### src/rtl/contador_pkg.sv
// Shared encodings for the parameterised up/down counter.
//   mode_e  : counting behaviour selected by the 2-bit mode input
//   state_e : control state of the counter (free counting or halted)
package contador_pkg;

  typedef enum logic [1:0] {
    MODE_WRAP    = 2'b00,
    MODE_SAT     = 2'b01,
    MODE_ONESHOT = 2'b10,
    MODE_RSVD    = 2'b11   // decoded exactly like MODE_WRAP
  } mode_e;

  typedef enum logic {
    ST_COUNT = 1'b0,
    ST_HALT  = 1'b1
  } state_e;

endpackage : contador_pkg

### src/rtl/contador_param.sv
// Parameterised modulo-(MAX_COUNT+1) up/down counter with wrap, saturate
// and one-shot behaviours.
//
// Parameters
//   WIDTH      counter width in bits (1..32)
//   MAX_COUNT  top value of the count range, must fit in WIDTH bits
//
// Ports
//   clk    in   rising-edge clock
//   reset  in   asynchronous reset, active low
//   En     in   count enable
//   load   in   synchronous parallel load strobe (wins over En)
//   load2  in   parallel load value, clamped to MAX_COUNT
//   dir    in   1 = count up, 0 = count down
//   mode   in   00 wrap, 01 saturate, 10 one-shot, 11 wrap
//   q      out  registered count
//   tc     out  registered one-cycle terminal-count pulse
//   done   out  registered one-shot completion flag
module contador_param
  import contador_pkg::*;
#(
  parameter int          WIDTH     = 12,
  parameter int unsigned MAX_COUNT = 4095
) (
  input  logic             clk,
  input  logic             reset,
  input  logic             En,
  input  logic             load,
  input  logic [WIDTH-1:0] load2,
  input  logic             dir,
  input  logic [1:0]       mode,
  output logic [WIDTH-1:0] q,
  output logic             tc,
  output logic             done
);

  localparam logic [WIDTH-1:0] MAX_Q = MAX_COUNT[WIDTH-1:0];

  // Loaded values never leave the legal range, so q stays in 0..MAX_COUNT.
  function automatic logic [WIDTH-1:0] clamp_load(input logic [WIDTH-1:0] v);
    return (v > MAX_Q) ? MAX_Q : v;
  endfunction

  state_e           state, state_nxt;
  mode_e            mode_c;
  logic [WIDTH-1:0] q_nxt;
  logic [WIDTH-1:0] term;
  logic             tc_nxt;
  logic             done_nxt;

  assign mode_c = mode_e'(mode);
  // Terminal value follows the direction presented at this edge.
  assign term   = dir ? MAX_Q : '0;

  always_comb begin
    q_nxt     = q;
    tc_nxt    = 1'b0;
    done_nxt  = done;
    state_nxt = state;
    if (load) begin
      q_nxt     = clamp_load(load2);
      done_nxt  = 1'b0;
      state_nxt = ST_COUNT;
    end else if (state == ST_HALT) begin
      // Halted: everything frozen until a load or reset.
      done_nxt = 1'b1;
    end else if (En) begin
      if (q != term) begin
        q_nxt = dir ? q + WIDTH'(1) : q - WIDTH'(1);
      end else begin
        case (mode_c)
          MODE_SAT: begin
            q_nxt = q;
          end
          MODE_ONESHOT: begin
            done_nxt  = 1'b1;
            tc_nxt    = 1'b1;
            state_nxt = ST_HALT;
          end
          default: begin
            // Wrap to the opposite end of the range; handles MAX_COUNT=0 too.
            q_nxt  = dir ? '0 : MAX_Q;
            tc_nxt = 1'b1;
          end
        endcase
      end
    end
  end

  // Output register stage: all outputs come straight from flops.
  always_ff @(posedge clk or negedge reset) begin
    if (!reset) begin
      q     <= '0;
      tc    <= 1'b0;
      done  <= 1'b0;
      state <= ST_COUNT;
    end else begin
      q     <= q_nxt;
      tc    <= tc_nxt;
      done  <= done_nxt;
      state <= state_nxt;
    end
  end

endmodule : contador_param

### config.mk
export PLATFORM = sky130hd
export DESIGN_NAME = contador_param
export DESIGN_NICKNAME = d
export VERILOG_FILES = /design/src/rtl/contador_pkg.sv /design/src/rtl/contador_param.sv
export SDC_FILE = /design/constraint.sdc
export NUM_CORES = 1
export LEC_CHECK = 0
export BUFFER_PORTS_ARGS = -buffer_cell sky130_fd_sc_hd__buf_2
export CAP_MARGIN = 0
export CORE_ASPECT_RATIO = 1.75
export CORE_UTILIZATION = 50
export DETAILED_ROUTE_END_ITERATION = 12
export PLACE_DENSITY = 0.76
export SETUP_SLACK_MARGIN = 0.02
export SYNTH_ARGS = -nofsm -noshare
export SYNTH_HDL_FRONTEND = slang
export SYNTH_SLANG_ARGS = --single-unit
### constraint.sdc
create_clock -name clk -period 4.55 [get_ports clk]
set_clock_uncertainty 0.15 [all_clocks]
set_input_delay 0 -clock clk [delete_from_list [all_inputs] [get_ports clk]]
set_output_delay 0 -clock clk [all_outputs]
set_load 0.03 [all_outputs]
==> run summary, run 1 <==
Hold buffers post-CTS - 16
Global-route track usage on met2 - 0.4583
CTS tree - built
Syn Nets - 187
Initial core utilization - 0.5353
Clock Latency Late Sink - 0.25 ns
CTS Root Buffer Type - clkbuf_8
Max Cap Viol - 0
RSZ-0062 raised after global routing - false
Initial antenna violation count - 0
Hold WC Path Type - input pin to asynchronous set/reset pin
Crit path max-delay family - compound AO/OA/AOI/OAI gates
Num CTS Buffers - 3
Status - finished clean
Core ar. - 0.002552 mm2
Routed wire length - 3.521 mm
Syn Area/Cell - 8.815 um2
Worst VDD drop - 0.2305 mV
Gr usage total - 0.2572
Post-synth EDFFs - 0
Post-route insts no fill - 227
Min Clock Period, post-route - 2.463 ns
Initial DRC Count - 34
DR vias/cell - 5.987
Max stage delay on crit path - 0.46 ns
Worst Tran Pin Value - 0.4985 ns
Post_cts resized - 0
Cell Rows - 24
Vias in the first global route - 1330
P&R area growth vs syn - 25.92%
Peak Freq - 406.1 MHz
WL/cell - 15.51 um
Dpl hpwl - 2.521 mm
Leak - 0.8146 nW
WP data required - 4.57 ns
GR Overflow Total - 0
Tcrit/Tclk final - 0.5413
H-Tree Depth - 1
GR Layer Usage met3 - 0.02296
Worst-path clk slew - 0.07 ns
Slew HR - 0.6591
Crit path depth - 7
Seq/Total Area, Yosys - 0.2747
Critical Path Fanout Max - 15
I/O pin total - 33
M1 GR Usage - 0.3236
Setup TNS - 0 ns
Placer congestion estimate - 0.7922
WP data arrival - 2.48 ns
Placed insts - 207
Path type of the worst setup path - flop to flop
WHS - 0.03884 ns
Chip height - 71.15 um
Yosys cell types - 46
CP Cell Sequence - ha_1 > and4_4 > nand4_4 > o31a_2 > nand3b_4 > o21ai_1 > o221ai_1
Chip width - 41.52 um
Synth Warn # - 0
IO Port Bufs - 32
Area of the mapped netlist - 0.001366 mm2
Synth Flop Type - dfrtp_1
Critical Path Slowest Stage Cell - o31a_2
Synth top area share - 0.2747
First-pass GRT wire length - 6.044 mm
NumNets Final - 234
DRT antenna net count - 0
Share of flip-flops with an asynchronous set or reset - 1.000
Drt first pass iters - 4
Yosys top cell by area - dfrtp_1
Gr busiest metal - met2
Max Root-Sink Buffers - 2
Cell count after synthesis - 155
Clock sink count - 15
Share of layout cells above drive strength 1 - 0.2438
Max Slew Vio Count - 0
Total power - 0.0005360 W
Vias - 1359
Pwr Density - 311.6 mW/mm2
Final Hold Viols - 0
WP buf/inv - 0
Detailed-route DRC error count - 0
Die area - 0.002954 mm2
Critical Path Source Type - flop
Synth area leaders - dfrtp_1 (27%), ha_1 (11%), o21ai_0 (4.8%), nor3_1 (4.4%), nand2_1 (3.6%)
Post-CTS Setup Bufs - 0
Setup crit end kind - flop
Flops & latches, synth - 15
Final setup viols - 0
ANT cells - 0
Largest net degree at the start of global routing - 29
Reg2Reg Depth - 7
## metrics by stage
| step | area, um2 | util | setup slack, ns |
|---|---|---|---|
| 2_1_floorplan | 1366 | - | 2.225 |
| 3_3_place_gp | 1514 | 0.5931 | 2.105 |
| 3_5_place_dp | 1514 | 0.5931 | 2.030 |
| 4_1_cts | 1720 | 0.6740 | 2.090 |
| 5_1_grt | 1720 | 0.6740 | 1.976 |
| 6_report | 1720 | 0.6740 | 2.087 |
## layer usage
| layer | share of wire | routed length (um) | vias to the layer above |
|---|---|---|---|
| met1 | 0.42 | 1472 | 653 |
| li1 | - | - | 669 |
| met5 | 0 | 0 | - |
| met2 | 0.54 | 1898 | 30 |
| met4 | 0.014 | 51 | 0 |
| met3 | 0.028 | 98 | 7 |
## worst register-to-register path, stage by stage, from the launching register on
cell	delay, ns
dfrtp_1	0.41
ha_1	0.45
and4_4	0.30
nand4_4	0.13
o31a_2	0.46
nand3b_4	0.21
o21ai_1	0.09
o221ai_1	0.18
## Yosys cell counts, drive strengths merged (2+ instances only)
cell     n
nor2b    4
or4      2
and3     4
nand2   13
a31oi    2
o21a     5
o221ai   2
inv      7
a21o     4
or3      2
clkbuf   3
o22ai    2
xnor2    3
mux2i    4
nor3    12
dfrtp   15
a21oi    9
a221oi   2
nand4    2
xor2     3
o31a     3
nor2     9
ha      12
buf      3
o21ai   16
## kinds of logic after synthesis
group / after synthesis / share of synthesized area
AND/OR/NAND/NOR: 54 / 0.2317
AO/OA/AOI/OAI: 50 / 0.2491
flip-flops: 15 / 0.2747
buffers and inverters: 13 / 0.05220
adder cells (fa/ha/maj): 13 / 0.1245
XOR/XNOR: 6 / 0.03847
multiplexers: 4 / 0.02931
## final cells by class
class                   instances  area (um2)
clock buffers                   3       41.29
clock inverters                 1       5.005
fillers                       215       832.0
inverters                       7       26.28
multi-input cells             127       919.6
flip-flops and latches         15       375.4
well taps                      26       32.53
repair buffers                 48       320.3
## worst paths after layout
check	from	endpoint	slack, ns
max reg2reg	q[5]$_DFFE_PN0P_	q[11]$_DFFE_PN0P_	2.09
max in group asynchronous	reset	q[4]$_DFFE_PN0P_	3.95
min reg2reg	done$_DFFE_PN0P_	done$_DFFE_PN0P_	0.38
max	q[5]$_DFFE_PN0P_	q[11]$_DFFE_PN0P_	2.09
min in group clk	load	state$_DFF_PN0_	0.04
min	reset	q[8]$_DFFE_PN0P_	0.04
## where the power goes
part           internal, W  switching (W)  leakage [nW]
logic             0.000109       0.000149         0.608
clock network    0.0000608      0.0000525        0.0255
registers         0.000148      0.0000161         0.181
## registers in the layout, summed over array words and instances, names as in the netlist
register	cells
q	12
tc	1
done	1
state	1
## cells in the final DEF, fill, tap and decap left out, types with 2 or more instances in the layout
cell	count
ha_1	12
o21ai_0	13
dfrtp_1	15
nor2_1	9
clkbuf_8	3
o31a_2	2
nor2b_1	4
inv_1	7
buf_2	32
a21o_1	4
o21a_1	5
dlygate4sd3_1	16
o22ai_1	2
and3_1	2
o221ai_1	2
nor3_1	12
a31oi_1	2
xnor2_1	3
nand2_1	13
o21ai_1	3
a21oi_1	8
xor2_1	3
mux2i_1	4
Note: power is estimated with default switching activity, not from simulation.
==> inputs of run 2 (changes only) <==
Clock period 4.55 ns to 2.3 ns, I/O delays scaled along.
==> run 2 against run 1 <==
Effect of this change:
- worst setup slack worse by 2.1 ns
- power is 130% higher
- first-iteration DRC count is 140% higher
- worst hold slack hardly changed
- combinational power grew to 2.7 times the previous value
- clock power is 96% higher
- core utilization is 11 points higher
- sequential cell count stayed put
- design area is 17% higher
==> run summary, run 2 (synthesis results as in run 1) <==
Power share of the clock group - 0.179
Routed wire length - 4.355 mm
Largest net degree at the start of global routing - 29
Commonest non-fill, non-tap cell in the layout - buf_2
ANT cells - 0
Setup crit end kind - flop
Initial DRC Count - 80
Int Pwr - 0.0007429 W
IO Port Bufs - 32
CTS Root Buffer Type - clkbuf_8
Status - finished clean
Peak Freq - 441.7 MHz
Reg with most FFs - q
Commonest cells after routing, fill and taps aside - buf_2 (32), buf_4 (19), dlygate4sd3_1 (16), dfrtp_1 (15), nand2_1 (13)
WL/cell - 17.63 um
CP Cell Sequence - ha_4 > and3_4 > nand4_4 > or4_4 > nand3b_4 > a21oi_1 > nor3_1
Cell Rows - 24
Share of layout cells above drive strength 1 - 0.3620
Detailed-route DRC error count - 0
Final setup viols - 0
Hold WC Path Type - input pin to flop
Switch share - 0.3994
DR vias/cell - 6.320
NumNets Final - 254
Max Slew Vio Count - 0
Pre-CTS setup slack - 0.04751 ns
Worst-path clk slew - 0.07 ns
Min Clock Period, post-route - 2.264 ns
Max Cap Viol - 0
Num CTS Buffers - 3
WP data required - 2.30 ns
Chip height - 71.15 um
Gr usage total - 0.2730
I/O pin total - 33
Drt first pass iters - 4
Logic pwr share - 0.556
Worst setup margin - 0.03618 ns
Final Hold Viols - 0
Critical Path Slowest Stage Cell - or4_4
Worst VDD drop - 0.4491 mV
Sequential share of power - 0.265
Slew HR - 0.7026
Max stage delay on crit path - 0.46 ns
Max reg flops - 12
NetSw - 0.0004939 W
H-Tree Depth - 1
Chip width - 41.52 um
Max Root-Sink Buffers - 2
Leak - 0.9259 nW
Pwr Density - 615.9 mW/mm2
Clock sink count - 15
First-pass GRT wire length - 6.361 mm
Clock Latency Late Sink - 0.25 ns
Critical Path Fanout Max - 8
CTS tree - built
Dpl hpwl - 2.760 mm
Placer congestion estimate - 0.8702
Final Cell Area - 0.002008 mm2
Core ar. - 0.002552 mm2
Vias - 1561
Worst Tran Pin Value - 0.4460 ns
Initial antenna violation count - 0
P&R area growth vs syn - 46.98%
Path type of the worst setup path - flop to flop
Initial core utilization - 0.5353
Placed cell area - 0.001669 mm2
DRT antenna net count - 0
WP data arrival - 2.26 ns
Die area - 0.002954 mm2
GR Overflow Total - 0
Critical Path Source Type - flop
Vias in the first global route - 1435
Tcrit/Tclk final - 0.9843
==> run 2: path summary, 6_finish.rpt <==
path,end,slack (ns),start,depth (start not counted)
min in group asynchronous,q[11]$_DFFE_PN0P_,0.05,reset,2
max in group asynchronous,q[7]$_DFFE_PN0P_,1.67,reset,2
worst min register to register,state$_DFF_PN0_,0.36,state$_DFF_PN0_,2
worst max-delay path,q[5]$_DFFE_PN0P_,0.04,q[4]$_DFFE_PN0P_,7
worst max register to register,q[5]$_DFFE_PN0P_,0.04,q[4]$_DFFE_PN0P_,7
worst min-delay path,state$_DFF_PN0_,0.04,mode[1],4
==> run 2: per-stage QoR <==
step	hold slack (ns)	setup TNS [ns]	power [W]	utilization	cells
detailed placement	-0.2151	0	0.0008925	0.6539	216
floorplan	-0.4456	0	0.0007362	-	155
global route	0.05942	-0.07389	0.001306	0.7868	247
finish	0.03880	0	0.001237	0.7868	247
global placement	-0.2232	0	0.0008823	0.6539	216
CTS	0.03506	0	0.001136	0.7343	236
==> run 2: critical path, delay by kind of cell, from the launching register on <==
family	cells	cell delay (ns)
flops	1	0.40
compound gates	1	0.08
fa+ha+maj	1	0.32
simple gates	5	1.21
==> run 2: power groups by stage <==
| stage | clock [W] | sequential, W | combinational (W) |
|---|---|---|---|
| 2_1_floorplan | 0 | 0.000387 | 0.000349 |
| 3_3_place_gp | 0 | 0.000329 | 0.000554 |
| 3_5_place_dp | 0 | 0.000330 | 0.000562 |
| 4_1_cts | 0.000221 | 0.000325 | 0.000589 |
| 5_1_grt | 0.000237 | 0.000331 | 0.000738 |
| 6_report | 0.000222 | 0.000328 | 0.000688 |
==> run 2: per-layer routing <==
metal,up-vias,GRT usage,part of all wire
li1,710,-,-
met1,755,0.3192,0.38
met2,81,0.5087,0.54
met3,15,0.02551,0.048
met4,0,0.08602,0.031
met5,-,0,0
==> run 2: what timing repair did <==
item,4_1_cts,5_1_grt
setup buffers,0,11
gates resized for setup,0,12
hold buffers,16,0
endpoints found under the setup margin,0,10
endpoints found under the hold margin,30,0
==> run 2: area by class of cell <==
cell class	instances	area (um2)
Multi-Input combinational cell	127	1046
Fill cell	162	544.3
Timing Repair Buffer	68	483.0
Sequential cell	15	375.4
Clock buffer	4	45.04
Tap cell	26	32.53
Inverter	7	26.28
==> inputs of run 3 (changes only) <==
Settings changed: BUFFER_PORTS_ARGS -buffer_cell sky130_fd_sc_hd__buf_2 to -buffer_cell sky130_fd_sc_hd__buf_4, CTS_CLUSTER_DIAMETER from default to 50.
==> run 3 against run 2 <==
Effect of this change:
- the run now ends with setup timing left
- core utilization grew 5.9 points
- global-route usage grew 1.6 points
- worst hold slack improved by 0.014 ns
- via count increased by 4.1%
- sequential share of layout area fell by 1.2 points
- clock power about the same
- fmax shrank 2.0%
- combinational power grew 6.7%
- wire length grew 15%
- largest power group unchanged
- highest routed layer unchanged
==> run summary, run 3 (synthesis results as in run 1) <==
Critical R2R Capture - q[8]$_DFFE_PN0P_
# fillers - 130
Setup crit end kind - flop
GR Overflow Total - 0
Reg2Reg Launch Point - q[10]$_DFFE_PN0P_
NumNets Final - 260
DRT antenna net count - 0
Max Root-Sink Buffers - 2
Clock Latency Late Sink - 0.25 ns
DR vias/cell - 6.423
Critical Path Source Type - flop
P&R area growth vs syn - 57.97%
Share of layout cells above drive strength 1 - 0.3700
Layout Utilization - 0.8456
Reg2Reg Depth - 7
Commonest cells after routing, fill and taps aside - buf_4 (51), dlygate4sd3_1 (21), dfrtp_1 (14), nand2_1 (13), nor3_1 (12)
Initial antenna violation count - 0
Placed insts - 215
Commonest non-fill, non-tap cell in the layout - buf_4
CP Cell Sequence - ha_4 > and2_1 > nand4_4 > or4_4 > nand3b_2 > buf_4 > o21a_1
Routed wire length - 5.009 mm
ANT cells - 0
Gr usage total - 0.2891
Clock sink count - 15
Die area - 0.002954 mm2
WP data required - 2.34 ns
Worst Tran Pin Value - 0.7427 ns
Hold-critical path endpoint - state$_DFF_PN0_
Final setup viols - 1
Initial core utilization - 0.5353
Final Hold Viols - 0
Placer congestion estimate - 0.8537
WL/cell - 19.80 um
Dpl hpwl - 2.799 mm
Max Slew Vio Count - 0
FF-to-FF setup slack - -0.009 ns
Slew HR - 0.5032
Placed cell area - 0.001742 mm2
WP data arrival - 2.35 ns
WHS - 0.05270 ns
Min Clock Period, post-route - 2.309 ns
Max reg flops - 12
Num CTS Buffers - 3
Tcrit/Tclk final - 1.004
Path type of the worst setup path - flop to flop
RSZ-0062 raised after global routing - true
Max Cap Viol - 0
Worst VDD drop - 0.6184 mV
Worst-path clk slew - 0.06 ns
Peak Freq - 433.1 MHz
I/O pin total - 33
Max stage delay on crit path - 0.55 ns
Leak - 0.9737 nW
Hold path cells - 4
Largest net degree at the start of global routing - 29
IO Port Bufs - 32
Chip height - 71.15 um
Final Cell Area - 0.002158 mm2
Critical Path Slowest Stage Cell - or4_4
Core ar. - 0.002552 mm2
Total power - 0.001295 W
Initial DRC Count - 75
Reg with most FFs - q
Cell Rows - 24
CTS tree - built
H-Tree Depth - 1
Post-route insts no fill - 253
Status - finished with violations
CTS Root Buffer Type - clkbuf_8
Drt first pass iters - 4
First-pass GRT wire length - 6.810 mm
Failing checks - setup timing
Hold WC Path Type - input pin to flop
Worst Hold Launch - mode[1]
Chip width - 41.52 um
Worst setup margin - -0.009052 ns
Pwr Density - 600.2 mW/mm2
Critical Path Fanout Max - 7
Vias in the first global route - 1493
Vias - 1625
Detailed-route DRC error count - 0
[run 3: timing repair]
item / CTS / global route
hold buffers: 21 / 0
cloned: 0 / 1
resized for setup: 1 / 13
pin swaps: 0 / 18
setup endpoints to repair: 1 / 11
hold endpoints to repair: 30 / 0
setup buffers: 0 / 12
[run 3: critical path, delay by kind of cell, from the launching register on]
kind                       cells  cell delay [ns]
AOI/OAI and AO/OA              1             0.13
buffers and inverters          1             0.13
DFF                            1             0.45
and+or+nand+nor                4             1.06
adders and majority gates      1             0.32
[run 3: per-layer routing]
metal	GRT usage	vias up	wire, um
met5	0	-	0
met3	0.02806	29	253
met2	0.5139	83	2602
met1	0.3502	789	1878
met4	0.1147	0	274
li1	-	724	-
[run 3: worst max-delay path by stage]
stage,start,end,slack (ns),depth (start not counted)
after floorplan,q[5]$_DFFE_PN0P_,q[10]$_DFFE_PN0P_,0.04,8
after detailed placement,q[2]$_DFFE_PN0P_,q[6]$_DFFE_PN0P_,0.02,7
after global routing,q[10]$_DFFE_PN0P_,q[7]$_DFFE_PN0P_,-0.08,7
after global placement,q[2]$_DFFE_PN0P_,q[6]$_DFFE_PN0P_,0.06,7
final,q[10]$_DFFE_PN0P_,q[8]$_DFFE_PN0P_,-0.009,7
after CTS,q[3]$_DFFE_PN0P_,q[11]$_DFFE_PN0P_,0.04,7
[run 3: layout make-up]
class / count / area [um2] / area share
flip-flops and latches: 15 / 376.6 / 0.1745
clock buffers: 4 / 45.04 / 0.02087
inverters: 7 / 26.28 / 0.01217
multi-input cells: 128 / 1065 / 0.4933
well taps: 26 / 32.53 / 0.01507
repair buffers: 73 / 613.1 / 0.2841
[run 3: power breakdown]
part	leakage (nW)	switching [W]	internal (W)
logic	0.771	0.000376	0.000358
registers	0.180	0.0000427	0.000294
clock network	0.0228	0.000102	0.000123
[run 3: per-stage QoR]
step / setup TNS [ns] / setup slack, ns
final: -0.009052 / -0.009052
after global routing: -0.3442 / -0.07779
after global placement: 0 / 0.05849
after CTS: 0 / 0.03618
after floorplan: 0 / 0.04385
after detailed placement: 0 / 0.02411
